File: src/rtl/frame_encode_multi.sv
// ISO/IEC 14443-3A Tx frame encoder: serialises source bits, with optional per-byte
// parity and an N-byte CRC (LSByte/LSbit first), plus abort, busy and a bit counter.
module frame_encode_multi #(
   parameter int CRC_BYTES  = 2,
   parameter bit ODD_PARITY = 1'b1,
   parameter int CNT_W      = 16,
   localparam int CRC_W     = (CRC_BYTES > 0) ? 8 * CRC_BYTES : 8
) (
   input  logic             clk,
   input  logic             rst,
   input  logic             fdt_trigger,
   input  logic             parity_en,
   input  logic             append_crc,
   input  logic [CRC_W-1:0] crc,
   input  logic             abort,
   input  logic             in_data,
   input  logic             in_data_valid,
   input  logic             in_last_bit_in_byte,
   output logic             in_req,
   output logic             out_data,
   output logic             out_data_valid,
   output logic             out_last_bit_in_byte,
   input  logic             out_req,
   output logic             busy,
   output logic [CNT_W-1:0] bit_count
);

   typedef enum logic [2:0] {
      S_IDLE, S_DATA, S_PARITY, S_CRC, S_CRC_PARITY, S_END
   } state_t;

   state_t           state;
   logic             par_en_q;
   logic             par_acc;
   logic [CRC_W-1:0] crc_sr;
   logic [2:0]       crc_idx;
   logic [3:0]       bits_rem;
   logic [CRC_W-1:0] crc_src;
   logic             crc_go;

   function automatic logic [CNT_W-1:0] sat_inc(input logic [CNT_W-1:0] c);
      return (&c) ? c : c + 1'b1;
   endfunction

   // At a byte boundary the next CRC byte comes from the input (first byte) or the
   // shift register, which already holds the remaining bytes LSByte-aligned.
   always_comb begin
      crc_src = (state == S_PARITY) ? crc : crc_sr;
      if (state == S_PARITY)
         crc_go = append_crc && (CRC_BYTES > 0);
      else
         crc_go = (int'(crc_idx) < CRC_BYTES - 1);
   end

   assign busy = (state != S_IDLE);

   always_ff @(posedge clk) begin
      if (rst) begin
         state                <= S_IDLE;
         in_req               <= 1'b0;
         out_data             <= 1'b0;
         out_data_valid       <= 1'b0;
         out_last_bit_in_byte <= 1'b0;
         bit_count            <= '0;
      end else begin
         in_req <= 1'b0;
         if (abort && state != S_IDLE) begin
            state                <= S_IDLE;
            out_data_valid       <= 1'b0;
            out_last_bit_in_byte <= 1'b0;
         end else begin
            case (state)
               S_IDLE: begin
                  if (fdt_trigger && in_data_valid) begin
                     out_data             <= in_data;
                     out_data_valid       <= 1'b1;
                     out_last_bit_in_byte <= in_last_bit_in_byte && !parity_en;
                     in_req               <= 1'b1;
                     bit_count            <= CNT_W'(1);
                     par_en_q             <= parity_en;
                     par_acc              <= ODD_PARITY ^ in_data;
                     state                <= in_last_bit_in_byte ? S_PARITY : S_DATA;
                  end
               end
               S_DATA: begin
                  if (out_req) begin
                     out_data             <= in_data;
                     out_last_bit_in_byte <= in_last_bit_in_byte && !par_en_q;
                     par_acc              <= par_acc ^ in_data;
                     in_req               <= 1'b1;
                     bit_count            <= sat_inc(bit_count);
                     if (in_last_bit_in_byte) state <= S_PARITY;
                  end
               end
               S_PARITY, S_CRC_PARITY: begin
                  if (out_req) begin
                     if (par_en_q) begin
                        out_data             <= par_acc;
                        out_last_bit_in_byte <= 1'b1;
                        bit_count            <= sat_inc(bit_count);
                     end
                     // Without parity there is no boundary bit, so the next byte's
                     // first bit goes out on this same request.
                     if (state == S_PARITY && in_data_valid) begin
                        state   <= S_DATA;
                        par_acc <= ODD_PARITY;
                        if (!par_en_q) begin
                           out_data             <= in_data;
                           out_last_bit_in_byte <= in_last_bit_in_byte;
                           par_acc              <= ODD_PARITY ^ in_data;
                           in_req               <= 1'b1;
                           bit_count            <= sat_inc(bit_count);
                           if (in_last_bit_in_byte) state <= S_PARITY;
                        end
                     end else if (crc_go) begin
                        state    <= S_CRC;
                        crc_sr   <= crc_src;
                        crc_idx  <= (state == S_PARITY) ? 3'd0 : crc_idx + 3'd1;
                        bits_rem <= 4'd8;
                        par_acc  <= ODD_PARITY;
                        if (!par_en_q) begin
                           out_data             <= crc_src[0];
                           out_last_bit_in_byte <= 1'b0;
                           crc_sr               <= crc_src >> 1;
                           bits_rem             <= 4'd7;
                           par_acc              <= ODD_PARITY ^ crc_src[0];
                           bit_count            <= sat_inc(bit_count);
                        end
                     end else if (par_en_q) begin
                        state <= S_END;
                     end else begin
                        state                <= S_IDLE;
                        out_data_valid       <= 1'b0;
                        out_last_bit_in_byte <= 1'b0;
                     end
                  end
               end
               S_CRC: begin
                  if (out_req) begin
                     out_data             <= crc_sr[0];
                     out_last_bit_in_byte <= (bits_rem == 4'd1) && !par_en_q;
                     crc_sr               <= crc_sr >> 1;
                     par_acc              <= par_acc ^ crc_sr[0];
                     bits_rem             <= bits_rem - 4'd1;
                     bit_count            <= sat_inc(bit_count);
                     if (bits_rem == 4'd1) state <= S_CRC_PARITY;
                  end
               end
               S_END: begin
                  if (out_req) begin
                     state                <= S_IDLE;
                     out_data_valid       <= 1'b0;
                     out_last_bit_in_byte <= 1'b0;
                  end
               end
               default: state <= S_IDLE;
            endcase
         end
      end
   end

endmodule
File: config.mk
export PLATFORM = sky130hd
export DESIGN_NAME = frame_encode_multi
export DESIGN_NICKNAME = d
export VERILOG_FILES = /design/src/rtl/frame_encode_multi.sv
export SDC_FILE = /design/constraint.sdc
export NUM_CORES = 1
export LEC_CHECK = 0
export ABC_AREA = 1
export BUFFER_PORTS_ARGS = -buffer_cell sky130_fd_sc_hd__buf_4
export CORE_ASPECT_RATIO = 1.1
export CORE_UTILIZATION = 55
export DETAILED_ROUTE_END_ITERATION = 8
export PLACE_DENSITY = 0.86
export SLEW_MARGIN = 25
export SYNTH_ARGS = -nofsm -noshare
export SYNTH_HDL_FRONTEND = slang
export SYNTH_SLANG_ARGS = --single-unit
File: constraint.sdc
create_clock -name clk -period 5.4 [get_ports clk]
set_input_delay 0.54 -clock clk [delete_from_list [all_inputs] [get_ports clk]]
set_output_delay 0.54 -clock clk [all_outputs]
set_load 0.05 [all_outputs]
==> results of run 1 <==
-- area by class of cell --
type	count	area (µm²)
Clock buffer	6	72.6
Clock inverter	2	12.5
Fill cell	504	2050
Inverter	59	221
Multi-Input combinational cell	368	1750
Sequential cell	48	1210
Tap cell	77	96.3
Timing Repair Buffer	48	360
-- stage by stage --
step | hold slack (ps) | std cells | total power [W]
6_report | 434 | 608 | 0.00138
5_1_grt | 425 | 608 | 0.00148
4_1_cts | 431 | 608 | 0.00138
3_5_place_dp | 464 | 600 | 0.00117
3_3_place_gp | 464 | 600 | 0.00115
2_1_floorplan | 533 | 490 | 0.00105
-- worst max path at each step --
| stage | endpoint | slack [ps] | cells past startpoint |
|---|---|---|---|
| after floorplan | bits_rem[0] | 2960 | 7 |
| after global placement | crc_sr[3] | 3050 | 5 |
| after detailed placement | bit_count[2] | 3000 | 10 |
| after CTS | bit_count[2] | 2980 | 10 |
| after global routing | bit_count[15] | 2750 | 10 |
| final | bit_count[2] | 2950 | 10 |
-- synth_stat cells, types with 4 or more instances --
cell and count:
inv_2 6, o211ai_1 4, o21ai_0 28, nand2_2 5, buf_6 4, a21oi_1 24, nand4_1 4, nor2_1 60
clkbuf_1 6, inv_1 52, ha_1 4, dfxtp_1 23, nand3_1 43, nand2_1 165, nand3_2 4, edfxtp_1 25
-- routing by layer --
layer,GRT usage,vias to the layer above,share of wire
li1,-,1659,-
met5,0,-,0
met3,0.0510,20,0.085
met2,0.431,171,0.48
met4,0.0808,0,0.018
met1,0.370,1516,0.42
-- cells by family (layout without fill, tap and decap cells) --
group                      count (synthesis)  in the layout  share of synthesized area
AOI/OAI and AO/OA                         67             67                      0.120
and+or+nand+nor                          294            294                      0.391
adders and majority gates                  4              4                     0.0153
DFF                                       48             48                      0.370
buffers and inverters                     74            115                     0.0953
xor gates and xnor gates                   3              3                    0.00804
-- power groups by stage --
stage	Clock (W)	Combinational [W]	Sequential [W]
finish	0.000212	0.000707	0.000465
global route	0.000230	0.000783	0.000470
CTS	0.000215	0.000698	0.000464
detailed placement	0	0.000695	0.000472
global placement	0	0.000681	0.000471
floorplan	0	0.000538	0.000508
-- worst max-delay path, delay by kind of cell (launching register included) --
kind | cells | cell delay, ps
AOI/OAI and AO/OA | 1 | 250
and+or+nand+nor | 9 | 1630
DFF | 1 | 450
-- sequential cells by signal (all words and copies together) (netlist names) --
| signal | cells |
|---|---|
| par_acc | 1 |
| crc_idx | 3 |
| bits_rem | 4 |
| in_req | 1 |
| bit_count | 16 |
| par_en_q | 1 |
| out_data | 1 |
| out_data_valid | 1 |
| state | 3 |
| out_last_bit_in_byte | 1 |
| crc_sr | 16 |
==> metrics.log, run 1 <==
[metrics] Max Root-Sink Buffers: 2
[metrics] FF-to-FF End: bit_count[2]
[metrics] Int Pwr: ~0.00072 W
[metrics] worst slew margin relative to its limit: 0.339
[metrics] average cell area after synthesis: approximately 6.7 µm²
[metrics] final routed wirelength across all metal layers: 7830 µm
[metrics] CTS tree: yes
[metrics] # port buffers: 46
[metrics] switching power: approximately 0.00067 W
[metrics] Clk pwr share: 0.153
[metrics] ratio of cells with drive above 1 in the final layout: 0.151
[metrics] path class of the lowest-slack min-delay path: primary input to register
[metrics] hold path cells: 1
[metrics] clock input transition at the sequential cells of the worst setup and hold paths: around 90 ps
[metrics] overall global routing resource usage: 0.271
[metrics] clock tree root driver cell: clkbuf_8
[metrics] relative area change from synthesis to final layout: 13.8%
[metrics] critical path class: register to register
[metrics] number of global-route vias before repair: just over 3,000
[metrics] buffers inserted by post-CTS timing repair: 0
[metrics] Final Hold Fails: 0
[metrics] post-DR wirelength/cell: around 13 µm
[metrics] share of the yosys chip area belonging to registers: 0.370
[metrics] result of the run: complete, no violations
[metrics] final cycle utilization of the critical path: 0.454
[metrics] placed wire-length estimate: 5820 µm
[metrics] part of the total power dissipated in sequential elements: 0.336
[metrics] Mapped Nets: 520
[metrics] Fin Clk Skew: 12.1 ps
[metrics] remaining number of nets flagged by the antenna check after routing: 0
[metrics] global-route wire length before repair: about 13,000 µm
[metrics] final core utilization: 0.645
[metrics] fin area: around 3700 µm²
[metrics] vertical extent of the die: around 83 µm
[metrics] total of endpoints with negative setup slack in the final report: 0
[metrics] cells on worst reg2reg path: 10
[metrics] fraction of power spent switching nets: 0.481
[metrics] CORE AREA: approximately 5800 µm²
[metrics] async set or reset register ratio after synthesis: 0
[metrics] DRC violation count after routing: 0
[metrics] ports placed on the boundary: 47
[metrics] Yosys top cell by area: edfxtp_1
[metrics] Synth cell types: 33
[metrics] maximum VDD drop: a little under 300 µV
[metrics] destination of the worst hold path: par_en_q
[metrics] largest net degree at the start of global routing: 22
[metrics] critical path's largest stage delay: between 400 and 500 ps
[metrics] power share of the combinational group: 0.511
[metrics] cell at the slowest stage of the critical path: dfxtp_1
[metrics] count of H-tree levels built during CTS: 2
[metrics] total grt overflow: 0
[metrics] initial antenna violation count: 0
[metrics] total of cells resized after clock tree synthesis: 0
[metrics] register-to-register setup slack: approximately 2900 ps
[metrics] endpoint required time on the critical path: approximately 5600 ps
[metrics] # clock sinks: 48
[metrics] count of hold buffers inserted by post-cts repair: 0
[metrics] Critical Path End Type: register
[metrics] transition time at the pin with the least slew margin: 988 ps
[metrics] origin of the worst min-delay path: parity_en
[metrics] pre-CTS worst setup slack: 3000 ps
[metrics] number of maximum-capacitance constraint violations: 0
[metrics] number of flops mapped to enable cells by yosys: 25
[metrics] worst path cell trace: nor2_4 -> nand2_1 -> nand2_1 -> nand2_2 -> nand2_2 -> nand3_2 -> o21ai_0 -> nand2_1 -> nand2_1 -> nor2_1
[metrics] data arrival at the endpoint of the critical path: approximately 2600 ps
[metrics] number of warning messages in the yosys log: 0
[metrics] standby leakage power: 1.67 nW
[metrics] number of placement rows: 29
[metrics] commonest cells after routing, fill and taps aside: nand2_1 (165), nor2_1 (60), inv_1 (52)
[metrics] max-slew violation count: 0
[metrics] Tmin final: between 2000 and 2500 ps
[metrics] portion of synthesized cell area occupied by the leading cell type: 0.230
[metrics] launch point of the worst reg-to-reg path: state[2]
[metrics] nature of the critical path startpoint: register
[metrics] gp weighted congestion: approximately 1.1
[metrics] total power divided by cell area: ~370 nW/µm²
[metrics] die area: 6260 µm²
[metrics] most frequent standard cell in the layout excluding fill and tap cells: nand2_1
[metrics] Initial Util: 0.567
[metrics] timing startpoint of the critical path: state[2]
[metrics] ant diodes: 0
[metrics] total via count in the routed design: 3,366
[metrics] number of synthesized register bits: between 40 and 50
[metrics] crit path max fanout: 21
[metrics] synthesized area: 3270 µm²
[metrics] clock network latency to the later pin of the worst-skew pair: 300 ps
[metrics] Inserted Clock Buffers: 5
[metrics] cell types with the largest area share after synthesis: edfxtp_1 (23%), nand2_1 (19%), dfxtp_1 (14%), nor2_1 (6.9%), nand3_1 (6.6%)
[metrics] worst setup margin: about 2900 ps
[metrics] Pre-antenna DRT Iters: 6
[metrics] number of nets in the layout: 560
[metrics] count of mapped cells out of synthesis: between 400 and 500
[metrics] number of violations reported at the end of detailed-routing iteration 0: 346
[metrics] DR vias/cell: between 5 and 6
[metrics] width of the die: ~76 µm
[metrics] maximum clock rate: 408 MHz
[metrics] most numerous cell on the critical path: nand2_1
[metrics] main flop type after synthesis: edfxtp_1
[metrics] area after detailed placement: about 3600 µm²
[metrics] unrepaired setup endpoints after global routing: no
[metrics] accumulated negative setup slack: 0 ps
Power figures use the tool's default switching activity.
==> run 2, diff against run 1 <==
Settings changed: ABC_AREA 1 to 0, CORE_UTILIZATION 55 to 52, PLACE_DENSITY 0.86 to 0.85.
Clock period 5.4 ns to 2.1 ns, I/O delays scaled along.
==> metrics.log, run 2 <==
[metrics] result of the run: complete, no violations
[metrics] share of the yosys chip area belonging to registers: 0.365
[metrics] ant diodes: 0
[metrics] Inserted Clock Buffers: 5
[metrics] destination of the worst hold path: par_en_q
[metrics] CTS tree: yes
[metrics] origin of the worst min-delay path: parity_en
[metrics] average cell area after synthesis: between 9 and 10 µm²
[metrics] Simple-Gate Fraction of Synth Area: 0.176
[metrics] Mapped Nets: 397
[metrics] initial antenna violation count: 0
[metrics] global-route wire length before repair: roughly 15,000 µm
[metrics] Final Hold Fails: 0
[metrics] met2 WL post-DR: approximately 4600 µm
[metrics] ports placed on the boundary: 47
[metrics] count of mapped cells out of synthesis: roughly 370
[metrics] total grt overflow: 0
[metrics] DRC violation count after routing: 0
[metrics] number of maximum-capacitance constraint violations: 0
[metrics] ratio of cells with drive above 1 in the final layout: 0.279
[metrics] number of flops mapped to enable cells by yosys: 25
[metrics] worst hold margin: roughly 96 ps
[metrics] Initial Util: 0.539
[metrics] count of hold buffers inserted by post-cts repair: 0
[metrics] maximum VDD drop: 560 µV
[metrics] gp weighted congestion: approximately 0.98
[metrics] WL met1: about 3600 µm
[metrics] nature of the critical path startpoint: register
[metrics] total via count in the routed design: around 3,300
[metrics] async set or reset register ratio after synthesis: 0
[metrics] maximum clock rate: roughly 510 MHz
[metrics] overall global routing resource usage: 0.275
[metrics] path class of the lowest-slack min-delay path: primary input to register
[metrics] # clock sinks: 48
[metrics] remaining number of nets flagged by the antenna check after routing: 0
[metrics] cell types with the largest area share after synthesis: edfxtp_1 (23%), dfxtp_1 (14%), mux2_2 (4.4%), o22ai_1 (4.3%), mux2i_1 (3.6%)
[metrics] Critical Path End Type: register
[metrics] number of global-route vias before repair: 3,121
[metrics] Yosys top cell by area: edfxtp_1
[metrics] width of the die: 78.2 µm
[metrics] CORE AREA: 6160 µm²
[metrics] FF-to-FF End: bit_count[10]
[metrics] library cell with the highest instance count after synthesis: edfxtp_1
[metrics] cells on worst reg2reg path: 6
[metrics] DR vias/cell: ~6.6
[metrics] transition time at the pin with the least slew margin: 465 ps
[metrics] synthesized area: roughly 3300 µm²
[metrics] standby leakage power: between 1 and 1.5 nW
[metrics] critical path class: register to register
[metrics] xor and xnor area share after synthesis: 0.0106
[metrics] Synth cell types: 66
[metrics] Max Root-Sink Buffers: 2
[metrics] placed wire-length estimate: slightly below 7000 µm
[metrics] number of placement rows: 30
[metrics] # port buffers: between 40 and 50
[metrics] Tmin final: 1970 ps
[metrics] commonest cells in the netlist: edfxtp_1 (25), nand2_1 (24), dfxtp_1 (23), nor2_1 (23), o22ai_1 (23)
[metrics] max-slew violation count: 0
[metrics] clock network latency to the later pin of the worst-skew pair: roughly 300 ps
[metrics] number of synthesized register bits: 48
[metrics] Pre-antenna DRT Iters: 7
[metrics] Routed met3 length: 615 µm
[metrics] main combinational cell family by area after synthesis: compound AO/OA/AOI/OAI gates
[metrics] clock tree root driver cell: clkbuf_8
[metrics] final cycle utilization of the critical path: 0.938
[metrics] unrepaired setup endpoints after global routing: no
[metrics] worst slew margin relative to its limit: 0.689
[metrics] crit path max fanout: 12
[metrics] main flop type after synthesis: edfxtp_1
[metrics] post-DR wirelength/cell: between 15 and 20 µm
[metrics] vertical extent of the die: 85.8 µm
[metrics] data arrival at the endpoint of the critical path: 2150 ps
[metrics] endpoint required time on the critical path: ~2300 ps
[metrics] hold path cells: 1
[metrics] Adder-Cell Fraction of Synth Area: 0.0151
[metrics] number of violations reported at the end of detailed-routing iteration 0: ~250
[metrics] number of nets in the layout: 452
[metrics] uppermost layer routed: met4
[metrics] Filler cells: between 500 and 600
[metrics] register-to-register setup slack: 130 ps
[metrics] launch point of the worst reg-to-reg path: state[1]
[metrics] accumulated negative setup slack: 0 ps
[metrics] final routed wirelength across all metal layers: approximately 9100 µm
[metrics] total of endpoints with negative setup slack in the final report: 0
[metrics] number of warning messages in the yosys log: 0
[metrics] count of H-tree levels built during CTS: 2
[metrics] die area: between 6000 and 7000 µm²
[metrics] fraction of synthesized area in multiplexers: 0.0848
[metrics] Fin Clk Skew: between 10 and 15 ps
[metrics] total power divided by cell area: between 900 and 1000 nW/µm²
[metrics] share of the synthesized area in compound gates (AO/OA/AOI/OAI): 0.285
[metrics] relative area change from synthesis to final layout: 21.0%
[metrics] leading registers by flop count: bit_count x16, crc_sr x16, bits_rem x4
[metrics] portion of synthesized cell area occupied by the leading cell type: 0.226
[metrics] largest net degree at the start of global routing: 17
[metrics] most frequent standard cell in the layout excluding fill and tap cells: buf_4
[metrics] commonest cells after routing, fill and taps aside: buf_4 (77), edfxtp_1 (25), nand2_1 (24)
[metrics] clock input transition at the sequential cells of the worst setup and hold paths: approximately 100 ps
## run 2: cell types whose count changed after synthesis, moves of 13 or more
cell / change
nand2_1: -141
o22ai_1: +23
o21ai_0: -13
nor2_1: -37
mux2_2: +13
nand3_1: -32
inv_1: -41
## run 2: worst max-delay path by stage
| stage | endpoint | startpoint | cells past startpoint |
|---|---|---|---|
| after floorplan | bits_rem[0] | crc_idx[2] | 4 |
| after global placement | bits_rem[1] | crc_idx[2] | 5 |
| after detailed placement | bits_rem[0] | crc_idx[2] | 5 |
| after CTS | bit_count[10] | state[1] | 6 |
| after global routing | bit_count[11] | bit_count[0] | 6 |
| final | bit_count[10] | state[1] | 6 |
## run 2: worst max-delay path, cell delays in order (launching register included)
cell	delay, ps
dfxtp_1	360
buf_4	190
nor2_2	210
mux2_4	330
o21a_2	300
o311ai_2	320
o31ai_1	130
## run 2: what timing repair did
item                                    in CTS  in global routing
endpoints found under the setup margin       0                 28
setup buffers                                0                  3
gates resized for setup                      0                  4
## run 2: final cells by class
cell class | instances | area, µm² | share of cell area
clock inverters | 3 | 42.5 | 0.0106
inverters | 11 | 41.3 | 0.0103
multi-input cells | 277 | 1940 | 0.482
clock buffers | 5 | 68.8 | 0.0171
flip-flops and latches | 48 | 1210 | 0.301
well taps | 80 | 100 | 0.0249
repair buffers | 79 | 618 | 0.154
## run 2: routing by layer
layer,global-route usage,vias to the layer above
li1,-,1550
met1,0.317,1547
met2,0.497,178
met3,0.0447,36
met4,0.123,0
met5,0,-
## run 2: cells by family after synthesis
family / count (synthesis)
AO/OA/AOI/OAI: 133
AND/OR/NAND/NOR: 110
flip-flops: 48
buffers and inverters: 42
multiplexers: 26
XOR/XNOR: 4
adder cells (fa/ha/maj): 4
## run 2: metrics by stage
step	setup slack [ps]	cells	total power, W	instance area (µm²)	util
floorplan	8.92	367	0.00268	3340	-
global placement	139	492	0.00316	3870	0.629
detailed placement	73.9	492	0.00322	3870	0.629
CTS	59.0	500	0.00391	3980	0.647
global route	9.15	503	0.00419	4020	0.653
finish	131	503	0.00399	4020	0.653
## run 2: report_power, final
group / internal, W / switching, W / leakage [nW]
logic: 0.000889 / 0.00122 / 1.03
clock network: 0.000352 / 0.000333 / 0.0503
registers: 0.00111 / 0.0000916 / 0.412
total: 0.00235 / 0.00164 / 1.50
